**config.mk**
```make
export PLATFORM = sky130hd
export DESIGN_NAME = fft_seq_ctrl
export DESIGN_NICKNAME = d
export VERILOG_FILES = /design/src/rtl/fft_seq_ctrl.sv
export SDC_FILE = /design/constraint.sdc
export NUM_CORES = 2
export LEC_CHECK = 0
export CAP_MARGIN = 0
export CELL_PAD_IN_SITES_DETAIL_PLACEMENT = 1
export CELL_PAD_IN_SITES_GLOBAL_PLACEMENT = 2
export CORE_AREA = 5 5 606 608
export CTS_CLUSTER_SIZE = 40
export DETAILED_ROUTE_END_ITERATION = 7
export DIE_AREA = 0 0 611 613
export PLACE_DENSITY = 0.45
export RECOVER_POWER = 100
export SYNTH_ARGS = -nofsm -noshare
export SYNTH_HDL_FRONTEND = slang
export SYNTH_SLANG_ARGS = --single-unit
export TNS_END_PERCENT = 100
```
**constraint.sdc**
```tcl
create_clock -name clk -period 3.5 [get_ports clk]
set_input_delay 0.525 -clock clk [delete_from_list [all_inputs] [get_ports clk]]
set_output_delay 0.525 -clock clk [all_outputs]
set_load 0.02 [all_outputs]
```
**src/rtl/fft_seq_ctrl.sv**
```systemverilog
// Sample-collection and sequencing front end for a 16-point FFT stage chain.
// Gathers real samples into frames, hands them to the core and captures the result.
module fft_seq_ctrl #(
    parameter int CORE_LAT = 1
) (
    input  logic         clk,
    input  logic         rst_n,
    input  logic         in_valid,
    input  logic [15:0]  in_data,
    output logic [511:0] core_in,
    input  logic [511:0] core_out,
    output logic         out_valid,
    output logic [511:0] out_data,
    output logic         busy,
    output logic [7:0]   frame_cnt
);

    // state | meaning
    // FILL  | collecting samples, no result pending
    // WAIT  | frame handed to core, counting lat until core_out is valid
    typedef enum logic {FILL = 1'b0, WAIT = 1'b1} state_t;

    localparam logic [3:0] LAT_TC = 4'(CORE_LAT - 1);

    state_t       r_state;
    state_t       w_state_nxt;
    logic [3:0]   r_idx;
    logic [3:0]   r_lat;
    logic [15:0]  r_buf [16];
    logic [511:0] r_core_in;
    logic [511:0] r_out_data;
    logic         r_out_valid;
    logic [7:0]   r_frame_cnt;
    logic [511:0] w_frame;
    logic         w_load;
    logic         w_capture;

    assign w_load = in_valid && (r_idx == 4'd15);

    // Word 15 comes straight from the input so the frame is handed over on the same edge.
    always_comb begin
        w_frame = '0;
        for (int k = 0; k < 15; k++) begin
            w_frame[32*k +: 32] = {r_buf[k], 16'h0000};
        end
        w_frame[511:480] = {in_data, 16'h0000};
    end

    always_comb begin
        w_state_nxt = r_state;
        w_capture   = 1'b0;
        case (r_state)
            FILL: if (w_load) w_state_nxt = WAIT;
            WAIT: if (r_lat == LAT_TC) begin
                w_capture   = 1'b1;
                w_state_nxt = FILL;
            end
            default: w_state_nxt = FILL;
        endcase
    end

    always_ff @(posedge clk or negedge rst_n) begin
        if (!rst_n) begin
            r_state <= FILL;
        end else begin
            r_state <= w_state_nxt;
        end
    end

    always_ff @(posedge clk or negedge rst_n) begin
        if (!rst_n) begin
            r_idx       <= '0;
            r_lat       <= '0;
            r_core_in   <= '0;
            r_out_data  <= '0;
            r_out_valid <= 1'b0;
            r_frame_cnt <= '0;
            for (int k = 0; k < 16; k++) begin
                r_buf[k] <= '0;
            end
        end else begin
            r_out_valid <= 1'b0;
            if (in_valid) begin
                r_buf[r_idx] <= in_data;
                r_idx        <= r_idx + 4'd1;
            end
            if (w_load) begin
                r_core_in <= w_frame;
            end
            if (r_state == WAIT && !w_capture) begin
                r_lat <= r_lat + 4'd1;
            end else begin
                r_lat <= '0;
            end
            if (w_capture) begin
                r_out_data  <= core_out;
                r_out_valid <= 1'b1;
                r_frame_cnt <= r_frame_cnt + 8'd1;
            end
        end
    end

    assign core_in   = r_core_in;
    assign out_data  = r_out_data;
    assign out_valid = r_out_valid;
    assign frame_cnt = r_frame_cnt;
    assign busy      = (r_state == WAIT);

endmodule

```
==> impl_metrics.csv <==
group,metric,value,unit
clocking,cts_resized,0,
timing,fin_crit,2.90,ns
routing,dr.pass1.iters,4,
cells_and_area,layout-drive-gt1-share,0.154,
global_routing,grt_usage,0.141,
logic_synthesis,synth-edff-count,0,
clocking,cts-buffers-inserted,148,
run_status,outcome,"finished, violations left",
critical_path,critPathLaunchType,"flip-flop",
critical_path,end_kind,"flip-flop",
timing,final_max_slew_viol_count,29,
power,switching_share,0.422,
routing,vias,31500,
timing,skew,0.0578,ns
logic_synthesis,ys_seq_area_frac,0.634,
routing,wirelength,274,mm
global_routing,grt_max_degree,168,
floorplanning,num_io_pins,1565,
floorplanning,initial_core_util,0.112,
timing,period_share,0.830,
timing,postLayoutSetupSlackWorst,0.596,ns
timing,rsz0062_at_grt,"false",
routing,routed_via_density,3.20,
place,gp_congestion,0.850,
floorplanning,core,0.361,mm2
timing,hold_viol,0,
global_routing,grt_pass1_wl,355,mm
clocking,ctsHoldBuffers,1,
hold_path,hold_class,"in -> reg",
timing,setup_viol,0,
floorplanning,fp.dieArea,0.375,mm2
global_routing,grt_pass1_vias,33800,
floorplanning,rows,221,
clocking,clock-root-buffer,"clkbuf_16",
timing,holdWs,0.234,ns
timing,worst_slew_pin_slew,1.90,ns
run,maxCapViolations,1,
run_status,violations,"max-capacitance violations, max-slew violations",
power,p_int,36.0,mW
power,leakage,29.7,nW
logic_synthesis,synth-main-ff-cell,"dfrtp_1",
cells_and_area,syn2layout_area_growth,55.9,%
routing,drt_iter0_markers,1426,
place,dp_slack,0.627,ns
critical_path,cp_data_arrival_time,3.62,ns
place,portBuffers,1308,
logic_synthesis,synth_cell_type_count,31,
routing,antenna_left,0,
global_routing,overflow,0,
power,peakVddDrop,0.385,mV
global_routing,antenna_found_initial,165,
power,comb_power_share,0.421,
place,placed_area,0.0585,mm2
power,power_frac_seq,0.325,
timing,max_freq,344,MHz
power,p_switching,26.2,mW
routing,drc,0,
clocking,cts_tree,"done",
cells_and_area,fillers,41400,
logic_synthesis,netlist_area,0.0405,mm2
routing,wl_per_cell,27.9,um
cells_and_area,layout_common_cells,"nand2_1, dfrtp_1, dlygate4sd3_1",
critical_path,crit_required,4.21,ns
clocking,clock-sinks,1026,
clocking,clk_pin_slew,0.07,ns
logic_synthesis,ys_seq_elements,1026,
clocking,htreeDepth,4,
logic_synthesis,async_flop_share,1.00,
clocking,post_cts_buffers,0,
power,p_per_area,985,mW/mm2
cells_and_area,final_cell_area,0.0632,mm2
logic_synthesis,synth_warnings,0,
floorplanning,die_y,613,um
logic_synthesis,postSynthCellCount,3570,
cells_and_area,final_common_cell,"nand2_1",
critical_path,criticalPathCategory,"reg -> reg",
cells_and_area,fin_util,0.175,
power,power_frac_clock,0.254,
clocking,cts_buffer_depth,4,
logic_synthesis,avgSynthCellArea,11.3,um2
clocking,clock_latency,0.84,ns
timing,slew_headroom,-0.266,
critical_path,worstPathMaxFanout,155,
place,dp_hpwl,222,mm
cells_and_area,fin_nets,5456,
floorplanning,dieWidth,611,um
timing,fin_setup_tns,0,ns
cell usage after synthesis (5+ instances only):
| cell | instances | share of area |
|---|---|---|
| clkbuf_1 | 76 | 0.0070 |
| mux2_4 | 15 | 0.0056 |
| xor2_1 | 6 | 0.0013 |
| mux2_2 | 480 | 0.13 |
| buf_2 | 63 | 0.0078 |
| inv_1 | 6 | 0.00056 |
| buf_6 | 9 | 0.0025 |
| dfrtp_1 | 1026 | 0.63 |
| ha_1 | 7 | 0.0022 |
| buf_4 | 275 | 0.051 |
| nand2_1 | 1547 | 0.14 |
| buf_1 | 13 | 0.0012 |
| nor2_1 | 5 | 0.00046 |
| xnor2_1 | 5 | 0.0011 |
layer usage:
layer,track usage,wire [um],vias up
met4,0.0298,7120,24
met3,0.0511,23900,457
met5,0,159,-
met1,0.167,109000,16100
li1,-,-,13600
met2,0.245,134000,1323
power groups by stage:
stage / logic [mW] / clock network [mW] / registers, mW
2_1_floorplan: 7.66 / 0 / 24.5
3_3_place_gp: 28.6 / 0 / 20.5
3_5_place_dp: 28.8 / 0 / 20.7
4_1_cts: 28.9 / 16.6 / 20.5
5_1_grt: 28.3 / 17.0 / 20.9
6_report: 26.2 / 15.8 / 20.2
worst paths after layout:
path | from | to | slack [ns] | cells after the start
max | r_lat[0] | out_data[336] | 0.60 | 7
min | core_out[227] | out_data[227] | 0.23 | 3
max reg2reg | r_lat[0] | out_data[336] | 0.60 | 7
min reg2reg | out_data[61] | out_data[61] | 0.46 | 2
max in group asynchronous | rst_n | out_data[337] | 0.63 | 4
min in group asynchronous | rst_n | r_buf[19] | 0.78 | 2
stage by stage:
stage | total power [mW] | cells
2_1_floorplan | 32.2 | 3825
3_3_place_gp | 49.2 | 9561
3_5_place_dp | 49.4 | 9561
4_1_cts | 65.9 | 9822
5_1_grt | 66.1 | 9827
6_report | 62.2 | 9847
layout make-up:
cell class | count | area (um2) | area share
sequential | 1026 | 25700 | 0.407
timing repair buffer | 1379 | 13600 | 0.215
multi-input combinational | 2356 | 12800 | 0.202
tap | 4794 | 6000 | 0.0950
clock buffer | 212 | 4290 | 0.0679
clock inverter | 48 | 713 | 0.0113
antenna | 25 | 62.6 | 0.000991
inverter | 7 | 33.8 | 0.000535
cells by family after synthesis:
family	after synthesis	share of synthesized area
AND/OR/NAND/NOR	1582	0.152
XOR/XNOR	11	0.00238
multiplexers	496	0.139
other	1	0.0000926
buffers and inverters	443	0.0702
AO/OA/AOI/OAI	4	0.000494
adder cells (fa/ha/maj)	7	0.00216
flip-flops	1026	0.634
sequential cells by signal (all words and copies together), names as in the netlist:
signal	count
r_idx	4
r_lat	4
r_buf	240
out_data	512
frame_cnt	8
out_valid	1
core_in	256
busy	1
worst max-delay path: stages, from the launching register on:
cell,delay [ns]
dfrtp_1,0.39
inv_1,0.06
ha_1,0.21
nand4bb_1,0.29
buf_12,0.37
buf_6,1.02
nand2_1,0.16
nand2_1,0.11
No activity file was read; power rests on OpenSTA's default activity.
